==> config.mk <==
export PLATFORM = sky130hd
export DESIGN_NAME = fifo_rd_unpacker
export DESIGN_NICKNAME = d
export VERILOG_FILES = /design/src/rtl/fifo_rd_unpacker.sv
export SDC_FILE = /design/constraint.sdc
export NUM_CORES = 1
export LEC_CHECK = 0
export ABC_AREA = 0
export CORE_UTILIZATION = 45
export CTS_BUF_LIST = sky130_fd_sc_hd__clkbuf_16
export DETAILED_ROUTE_END_ITERATION = 8
export PLACE_DENSITY = 0.76
export SLEW_MARGIN = 20
export SYNTH_ARGS = -nofsm -noshare
export SYNTH_HDL_FRONTEND = slang
export SYNTH_SLANG_ARGS = --single-unit
==> constraint.sdc <==
create_clock -name clk -period 8.85 [get_ports clk]
set_input_delay 1.77 -clock clk [delete_from_list [all_inputs] [get_ports clk]]
set_output_delay 1.77 -clock clk [all_outputs]
set_load 0.02 [all_outputs]
==> src/rtl/fifo_rd_unpacker.sv <==
// Pops a programmed number of wide words from a registered-read FIFO and streams them out as
// narrow valid/ready beats. Define FIFO_RD_UNPACK_MSB_FIRST_EN to emit the top slice first.
module fifo_rd_unpacker #(
    parameter int unsigned IN_WIDTH  = 64,
    parameter int unsigned OUT_WIDTH = 16,
    parameter int unsigned CNT_WIDTH = 16
) (
    input  logic                 clk,
    input  logic                 reset,
    input  logic                 start,
    input  logic [CNT_WIDTH-1:0] num_words,
    output logic                 busy,
    output logic                 done,
    output logic                 fifo_read_req,
    input  logic                 fifo_read_ready,
    input  logic [IN_WIDTH-1:0]  fifo_read_data,
    output logic                 m_data_valid,
    input  logic                 m_data_ready,
    output logic [OUT_WIDTH-1:0] m_data,
    output logic                 m_data_last
);

    localparam int unsigned RATIO  = IN_WIDTH / OUT_WIDTH;
    localparam int unsigned BEAT_W = (RATIO > 1) ? $clog2(RATIO) : 1;
    localparam logic [BEAT_W-1:0] LAST_BEAT = BEAT_W'(RATIO - 1);

    typedef enum logic [1:0] {StIdle, StActive, StDone} state_t;

    state_t               r_state, w_state_next;
    logic [CNT_WIDTH-1:0] r_num_words;
    logic [CNT_WIDTH-1:0] r_words_req;
    logic [CNT_WIDTH-1:0] r_words_out;
    logic                 r_inflight;
    logic [IN_WIDTH-1:0]  r_buf [2];
    logic                 r_wr_ptr, r_rd_ptr;
    logic [1:0]           r_buf_count;
    logic [BEAT_W-1:0]    r_beat;

    logic                 w_handshake;
    logic                 w_word_done;
    logic                 w_last_word;
    logic [2:0]           w_occ;
    logic [BEAT_W-1:0]    w_slice;
    logic [IN_WIDTH-1:0]  w_head;

    assign w_handshake  = m_data_valid && m_data_ready;
    assign w_word_done  = w_handshake && (r_beat == LAST_BEAT);
    assign w_last_word  = (r_words_out == r_num_words - CNT_WIDTH'(1));
    assign m_data_valid = (r_buf_count != 2'd0);
    assign m_data_last  = m_data_valid && (r_beat == LAST_BEAT) && w_last_word;
    assign busy         = (r_state != StIdle);
    assign done         = (r_state == StDone);

    // A word freed this cycle releases its slot, so RATIO=1 can pop every cycle without bubbles.
    assign w_occ = {1'b0, r_buf_count} + {2'b00, r_inflight} - {2'b00, w_word_done};

    assign fifo_read_req = (r_state == StActive) && fifo_read_ready &&
                           (r_words_req < r_num_words) && (w_occ < 3'd2);

`ifdef FIFO_RD_UNPACK_MSB_FIRST_EN
    assign w_slice = LAST_BEAT - r_beat;
`else
    assign w_slice = r_beat;
`endif

    assign w_head = r_buf[r_rd_ptr];
    assign m_data = w_head[w_slice*OUT_WIDTH +: OUT_WIDTH];

    always_comb begin
        w_state_next = r_state;
        unique case (r_state)
            StIdle: begin
                if (start) begin
                    w_state_next = (num_words == '0) ? StDone : StActive;
                end
            end
            StActive: begin
                if (w_handshake && m_data_last) begin
                    w_state_next = StDone;
                end
            end
            StDone:  w_state_next = StIdle;
            default: w_state_next = StIdle;
        endcase
    end

    always_ff @(posedge clk) begin
        if (reset) begin
            r_state     <= StIdle;
            r_num_words <= '0;
            r_words_req <= '0;
            r_words_out <= '0;
            r_inflight  <= 1'b0;
            r_buf[0]    <= '0;
            r_buf[1]    <= '0;
            r_wr_ptr    <= 1'b0;
            r_rd_ptr    <= 1'b0;
            r_buf_count <= 2'd0;
            r_beat      <= '0;
        end else begin
            r_state    <= w_state_next;
            r_inflight <= fifo_read_req;

            if (r_state == StIdle && start) begin
                r_num_words <= num_words;
                r_words_req <= '0;
                r_words_out <= '0;
                r_beat      <= '0;
            end

            if (fifo_read_req) begin
                r_words_req <= r_words_req + CNT_WIDTH'(1);
            end

            // Registered FIFO read data is valid the cycle after the pop.
            if (r_inflight) begin
                r_buf[r_wr_ptr] <= fifo_read_data;
                r_wr_ptr        <= ~r_wr_ptr;
            end

            if (w_handshake) begin
                r_beat <= w_word_done ? '0 : r_beat + BEAT_W'(1);
            end

            if (w_word_done) begin
                r_rd_ptr    <= ~r_rd_ptr;
                r_words_out <= r_words_out + CNT_WIDTH'(1);
            end

            r_buf_count <= r_buf_count + {1'b0, r_inflight} - {1'b0, w_word_done};
        end
    end

endmodule

Word-level counts from Yosys, hierarchy flattened --
Memory sizes are Yosys's and may differ from the RTL's. A register that Yosys moved wholly into a read port is not among the register bits. Index checks and enable logic that the tools add are counted.
Storage, ports and cells: memory bits (writable) 128, memories kept 1, input port bits 85, output and inout port bits 21, logic and storage cells 67, bits in registers 57
Operators by class: eq/ne operators 6, multiplexer cells 20, reductions and logical operators 18, bitwise operators 2, shifts and indexed selects 1, magnitude comparators 2, add/subtract/negate cells 8
Memories:
- r_buf | words 2, width 64, rd ports 1, clocked after memory_dff 1, write ports 2, RTL line 34 | logic [IN_WIDTH-1:0] r_buf [2];
Operator list (count):
- 64-bit two-way mux | 1
- 64-bit OR reduction | 1
- 64-bit by 7-bit indexed part select with 16-bit output | 1
- 16-bit two-way mux | 3
- 16-bit by 1-bit adder with 16-bit output (second input constant) | 2
- 16-bit == test | 1
- 16-bit zero test | 1
- 16-bit less-than comparator | 1
- 16-bit by 1-bit subtractor with 16-bit output (second input constant) | 1
- 2-bit two-way mux | 6
- 2-bit nonzero test | 5
- 1-bit logical AND | 9
- 1-bit two-way mux | 9
- 2-bit == test (second input constant) | 2
- 2-bit case mux with 2 select lines | 1
- 2-bit by 1-bit adder with 3-bit output | 1
- 3-bit by 2-bit less-than comparator with 1-bit output (second input constant) | 1
- 3-bit by 1-bit subtractor with 3-bit output | 1
- 2-bit by 1-bit adder with 2-bit output | 1
- 2-bit by 1-bit adder with 2-bit output (second input constant) | 1
- 2-bit by 1-bit == test with 1-bit output (second input constant) | 1
- 2-bit zero test | 1
- 2-bit by 1-bit inequality test with 1-bit output (second input constant) | 1
- 2-bit inequality test (second input constant) | 1
- other kinds (3) | 4

Longest topological paths before layout --
Gate-level depths: netlist of the first run.
depth in word-level cells 7, mapped depth 17, gate-level depth less buffers 15

Worst setup path before layout of the first run --
Ideal clock, no wire load.
path type input-to-output, start in m_data_ready, end out fifo_read_req, path slack 3.089 ns, buffers on the path 1, stages on the path 12, required time 7.080 ns, data arrival time 3.991 ns, cell sequence nand2_1 > inv_1 > clkbuf_1 > ha_1 > inv_1 > ha_1 > inv_1 > fa_1 > nand3_1 > nor4b_1 > o211ai_1 > a21oi_2
On the way: longest elaborated chain between the ends 5
Ends and longest elaborated chain:
- from (decl) | RTL line 18 | input logic m_data_ready,
- 1-bit logical AND | RTL line 46 | assign w_handshake = m_data_valid && m_data_ready;
- 1-bit logical AND | RTL line 47 | assign w_word_done = w_handshake && (r_beat == LAST_BEAT);
- net w_word_done | RTL line 40 | logic w_word_done;
- 3-bit by 1-bit subtractor with 3-bit output | RTL line 55 | assign w_occ = {1'b0, r_buf_count} + {2'b00, r_inflight} - {2'b00, w_word_done};
- 3-bit by 2-bit less-than comparator with 1-bit output | RTL line 58 | (r_words_req < r_num_words) && (w_occ < 3'd2);
- 1-bit logical AND | RTL line 58
- to (decl) | RTL line 14 | output logic fifo_read_req,
The timed path passes the listed nets, and every way through them passes these cells.

Worst setup path after layout of the first run --
start in m_data_ready, end out fifo_read_req
On the way: longest elaborated chain between the ends 5
Ends and longest elaborated chain (RTL line):
- 1-bit logical AND | 46
- 1-bit logical AND | 47
- 3-bit by 1-bit subtractor with 3-bit output | 55
- 3-bit by 2-bit less-than comparator with 1-bit output | 58
- 1-bit logical AND | 58
No other way between the ends.

==> metrics, run 1 <==
most common cell after layout, fill and taps aside=and2_1; vias in the first global route=6225; Post-Syn Area=0.009304 mm²; crit path kind=in -> out; Die H=145.8 µm; most frequent cells in the layout=and2_1, edfxtp_1, clkdlybuf4s50_1, nand2_1, dfxtp_1; CP required=7.08 ns; die area=0.02125 mm²; Fill cells=1658; DR WL/cell=17.56 µm; pre-CTS setup slack=1.557 ns; Worst Skew=0.009968 ns; Post-synth EDFFs=128; Fmax=136.5 MHz; total power=0.002007 W; Core Rows=52; PwrDens=179.5 mW/mm²; Post-route DRC=0; Clock Root Buffer=clkbuf_16; DR iter-0 viols=374; Diodes inserted=0; CTS tree=yes; H-tree depth=4; Relative slew margins=30.84%; accumulated negative setup slack=0 ns; hold slack=0.4931 ns; Routed Antenna Nets=0; GPL Wtd Cong=0.8903; critical path fanouts, max=16; cell count after placement=1120; routed vias=6266; Min-Delay Path Class=reg -> reg; routed wire length=20230 µm; initial antenna violation count=1; Core Area=0.02023 mm²; Area Overhead vs Synth=20.16%; worst setup margin=1.526 ns; cts repair resizes=0; Total GRT Usage=19.74%; deepest clock path buffer count=2; hold buffer count at CTS=0; initial core utilization=45.98%; first-pass GRT wire length=32510 µm; post-DR vias/cell=5.439; Boundary Pins=106; worst skew pair latency=0.43 ns; PortBufs=105; Final Cycle Share=82.76%; Max Transition Viols Final=0; die width=145.8 µm; Setup crit end kind=output port; Yosys reg bits=186; # clock sinks=186; RSZ-0062 raised after global routing=false; Warnings, synthesis=0; Num CTS Buffers=17; fin nets=976; pin slew with the least headroom to its limit=1.037 ns; register area=0.005006 mm²; run status=finished, final reports clean; final hold violations=0; Max-Cap Viols=0; final worst path period need=7.324 ns; final setup fails=0; Post-synth ARST share=0%; post-route insts no fill=1152; syn nets=892; syn_area_per_cell=11.85 µm²; GRT overflow=0; DP HPWL=13420 µm; leakage power=4.124 nW; post-CTS setup buffers=0; maximum VDD drop=0.1403 mV; post-synthesis sequential area ratio=53.79%; largest net degree at the start of global routing=66; clock-pin slew on the worst setup and hold paths=0.07 ns; Most used DFF post-synth=edfxtp_1; share of cells above drive strength 1=13.38%; router iterations before antenna repair=5; Unique masters post-synth=66; Setup crit start kind=primary input; Multi-input gate area=0.003984 mm²; cells after synthesis=785; Worst EP arrival=5.55 ns
## worst max-delay path, stage by stage
cell             delay (ns)
clkdlybuf4s50_1        0.54
nand2_1                0.32
inv_1                  0.43
ha_1                   0.31
inv_1                  0.05
ha_1                   0.14
inv_1                  0.05
fa_1                   0.51
nand3_1                0.09
nor4b_1                0.27
o211ai_1               0.19
a21oi_2                0.25
clkdlybuf4s50_1        0.65
## flip-flops by register name, indices dropped and copies added (netlist names), named ones only
signal and flops:
r_beat 2, r_words_req 16, r_words_out 16, r_wr_ptr 1, r_state 2, r_rd_ptr 1
r_buf 128, r_inflight 1, r_buf_count 2, r_num_words 16
## cell usage after synthesis (all sizes together), types with 8 or more instances
cell type,instances,area (µm²)
ha,21,262.8
dfxtp,58,1161
mux4,32,720.7
a221o,8,80.08
nand2,61,229.0
mux2,21,236.5
nor3,12,75.07
xnor2,14,122.6
o21ai,15,75.07
and2,132,825.8
clkbuf,33,143.9
nor2,37,138.9
inv,28,105.1
buf,13,75.06
xor2,10,87.58
edfxtp,128,3844
nand3,21,105.1
a21oi,33,168.9
and3,19,121.4
nor4,11,75.07
## power breakdown
group          total [W]  internal, W  switching (W)
Clock           0.000825     0.000462       0.000363
Sequential      0.000984     0.000963      0.0000207
Combinational   0.000198    0.0000980      0.0000999
## per-layer routing
metal	track usage, %	vias up	share of wire, %
met5	0	-	0.054
met4	6.263	2	1.7
met3	6.113	22	7.6
met2	33.35	188	49
met1	24.06	3025	41
li1	-	3029	-
## stage by stage
step	util [%]	area, µm²
2_1_floorplan	-	9304
3_3_place_gp	52.03	10530
3_5_place_dp	52.03	10530
4_1_cts	55.25	11180
5_1_grt	55.25	11180
6_report	55.25	11180
## area by class of cell
class | instances | share of cell area [%]
Timing Repair Buffer | 111 | 9.804
Clock buffer | 17 | 3.805
Clock inverter | 15 | 2.015
Sequential cell | 186 | 44.78
Multi-Input combinational cell | 525 | 35.64
Tap cell | 270 | 3.022
Inverter | 28 | 0.9401
## kinds of logic after synthesis
| group | Yosys count | synth area share [%] |
|---|---|---|
| and+or+nand+nor | 325 | 19.51 |
| adders and majority gates | 22 | 3.039 |
| muxes | 55 | 10.50 |
| buffers and inverters | 74 | 3.483 |
| xor gates and xnor gates | 24 | 2.259 |
| AOI/OAI and AO/OA | 99 | 7.410 |
| DFF | 186 | 53.79 |
## path summary, 6_finish.rpt
path | start | endpoint | slack [ns] | depth (start not counted)
worst min register to register | r_num_words[15]$_SDFFE_PP0P_ | r_num_words[15]$_SDFFE_PP0P_ | 0.49 | 2
worst min-delay path | r_num_words[15]$_SDFFE_PP0P_ | r_num_words[15]$_SDFFE_PP0P_ | 0.49 | 2
worst max-delay path | m_data_ready | fifo_read_req | 1.53 | 13
worst max register to register | r_beat[1]$_SDFFE_PP0P_ | r_words_req[0]$_SDFFE_PP0P_ | 4.20 | 15
Note: power is estimated with default switching activity, not from simulation.
==> inputs of run 2 (changes only) <==
- PLACE_DENSITY: 0.76 -> 0.79
- clock period: 8.85 -> 6.59 ns (I/O delays scaled with it)
==> metrics, run 2 (synthesis gave the netlist of run 1 again) <==
Post-route DRC=0 (unchanged); fin nets=982 (+0.61%); largest net degree at the start of global routing=65 (-1.5%); share of cells above drive strength 1=13.64% (+0.26 points); max reg flops=128 (unchanged); deepest clock path buffer count=2 (unchanged); maximum VDD drop=0.1935 mV (+38%); leakage power=4.106 nW (-0.44%); CP required=5.27 ns (-1.81 ns); accumulated negative setup slack=0 ns (unchanged); worst skew pair latency=0.44 ns (about the same); die width=145.8 µm (unchanged); CP delay by family, top=buffers and inverters; pin slew with the least headroom to its limit=0.9978 ns (-0.03958 ns); Final Cycle Share=88.70%; GPL Wtd Cong=0.8532 (-4.2%); run status=finished, final reports clean; reg2reg path depth=17 (+2); Max Transition Viols Final=0 (unchanged); router iterations before antenna repair=5 (unchanged); # clock sinks=186 (unchanged); hold buffer count at CTS=0 (unchanged); worst r2r src=r_beat[0]$_SDFFE_PP0P_; DP HPWL=13900 µm (+3.6%); post-DR vias/cell=5.440 (about the same); initial antenna violation count=0 (-1); area post-placement=0.01057 mm² (+0.38%); total power=0.002568 W (+28%); crit path kind=in -> out; DR WL/cell=17.67 µm (+0.64%); routed wire length=20450 µm (+1.1%); Clock Root Buffer=clkbuf_16; Buf/Inv on CP=6 (+1); vias in the first global route=6124 (-1.6%); post-CTS setup buffers=0 (unchanged); Relative slew margins=33.48% (+2.6 points); final hold violations=0 (unchanged); min-delay src=r_num_words[15]$_SDFFE_PP0P_; critical path startpoint=m_data_ready; Crit path depth=14 (+1); Diodes inserted=0 (unchanged); Hold Path Depth=2 (unchanged); largest register by flop count=r_buf; cell mode on critical path=inv_1; Min-Delay Path Class=reg -> reg; critical path fanouts, max=13 (-3); die area=0.02125 mm² (unchanged); H-tree depth=4 (unchanged); most common cell after layout, fill and taps aside=and2_1; Total GRT Usage=19.68% (-0.065 points); final worst path period need=5.845 ns; GRT overflow=0 (unchanged); reg-to-reg slack, setup=3.09 ns (-1.11 ns); Max-Cap Viols=0 (unchanged); post-route cell area=0.01113 mm² (-0.48%); Slowest cell on crit path=clkdlybuf4s50_1; Core Area=0.02023 mm² (unchanged); Die H=145.8 µm (unchanged); final setup fails=0 (unchanged); Num CTS Buffers=17 (unchanged); initial core utilization=45.98% (unchanged); routed vias=6294 (+0.45%); Setup crit end kind=output port; Setup crit start kind=primary input; PortBufs=105 (unchanged); RSZ-0062 raised after global routing=false; DR iter-0 viols=473 (+26%); Area Overhead vs Synth=19.58%; clock-pin slew on the worst setup and hold paths=0.07 ns (about the same); most frequent cells in the layout=and2_1, edfxtp_1, clkdlybuf4s50_1, nand2_1, dfxtp_1; Fmax=171.1 MHz; Boundary Pins=106 (unchanged); Worst EP arrival=4.53 ns (-1.02 ns); fin util=54.98% (-0.27 points); first-pass GRT wire length=32330 µm (-0.53%); Critical Path, Cell by Cell=clkdlybuf4s50_1 -> nand2_1 -> inv_1 -> buf_4 -> ha_1 -> inv_1 -> ha_1 -> inv_1 -> fa_1 -> nand3_1 -> nor4b_1 -> o211ai_1 -> a21oi_2 -> clkdlybuf4s50_1; Worst Skew=0.008554 ns (-0.001414 ns); CTS tree=yes; PwrDens=230.8 mW/mm² (+29%); Core Rows=52 (unchanged); Routed Antenna Nets=0 (unchanged); max incr delay on CP=0.64 ns (about the same); Fill cells=1693 (+2.1%); cts repair resizes=0 (unchanged)
[run 2: cell types whose count changed in the layout (fill, tap and decap cells not counted), moves of 2 or more]
cell | before | now
clkinv_8 | 3 | 1
inv_8 | 3 | 5
clkinvlp_4 | 0 | 2
inv_6 | 4 | 2
buf_4 | 6 | 12
bufinv_16 | 3 | 0
[run 2: cell type report]
class / instances / area (µm²) / area share (%)
tap: 270 / 337.8 / 3.036
inverter: 28 / 105.1 / 0.9447
clock buffer: 17 / 425.4 / 3.824
clock inverter: 14 / 131.4 / 1.181
sequential: 186 / 5006 / 45.00
multi-input combinational: 525 / 3979 / 35.76
timing repair buffer: 117 / 1141 / 10.26
[run 2: routing by layer]
| layer | wire length, µm | global-route usage, % |
|---|---|---|
| met3 | 1243 | 5.705 |
| met1 | 8736 | 24.80 |
| met2 | 10050 | 32.13 |
| met5 | 0 | 0 |
| met4 | 416 | 7.263 |
[run 2: power breakdown]
part,switching (W),total (W),internal [W]
clock network,0.000480,0.000978,0.000498
logic,0.000137,0.000270,0.000133
registers,0.0000272,0.00132,0.00129
total,0.000644,0.00257,0.00192
[run 2: worst min-delay path, cell delays in order (launching register included)]
cell     delay (ns)
dfxtp_1        0.36
nand2_1        0.07
a21oi_1        0.05
[run 2: worst paths after layout]
| check | endpoint |
|---|---|
| setup reg to reg | r_words_req[15]$_SDFFE_PP0P_ |
| setup / recovery | fifo_read_req |
| hold / removal | r_num_words[15]$_SDFFE_PP0P_ |
| hold reg to reg | r_num_words[15]$_SDFFE_PP0P_ |
[run 2: metrics by stage]
| stage | instances | setup WS, ns | hold slack (ns) |
|---|---|---|---|
| 2_1_floorplan | 785 | 1.733 | 0.4603 |
| 6_report | 1157 | 0.7446 | 0.5262 |
| 4_1_cts | 1157 | 0.7552 | 0.5228 |
| 5_1_grt | 1157 | 0.6194 | 0.5410 |
| 3_5_place_dp | 1126 | 0.7661 | 0.5035 |
| 3_3_place_gp | 1126 | 0.8120 | 0.4955 |
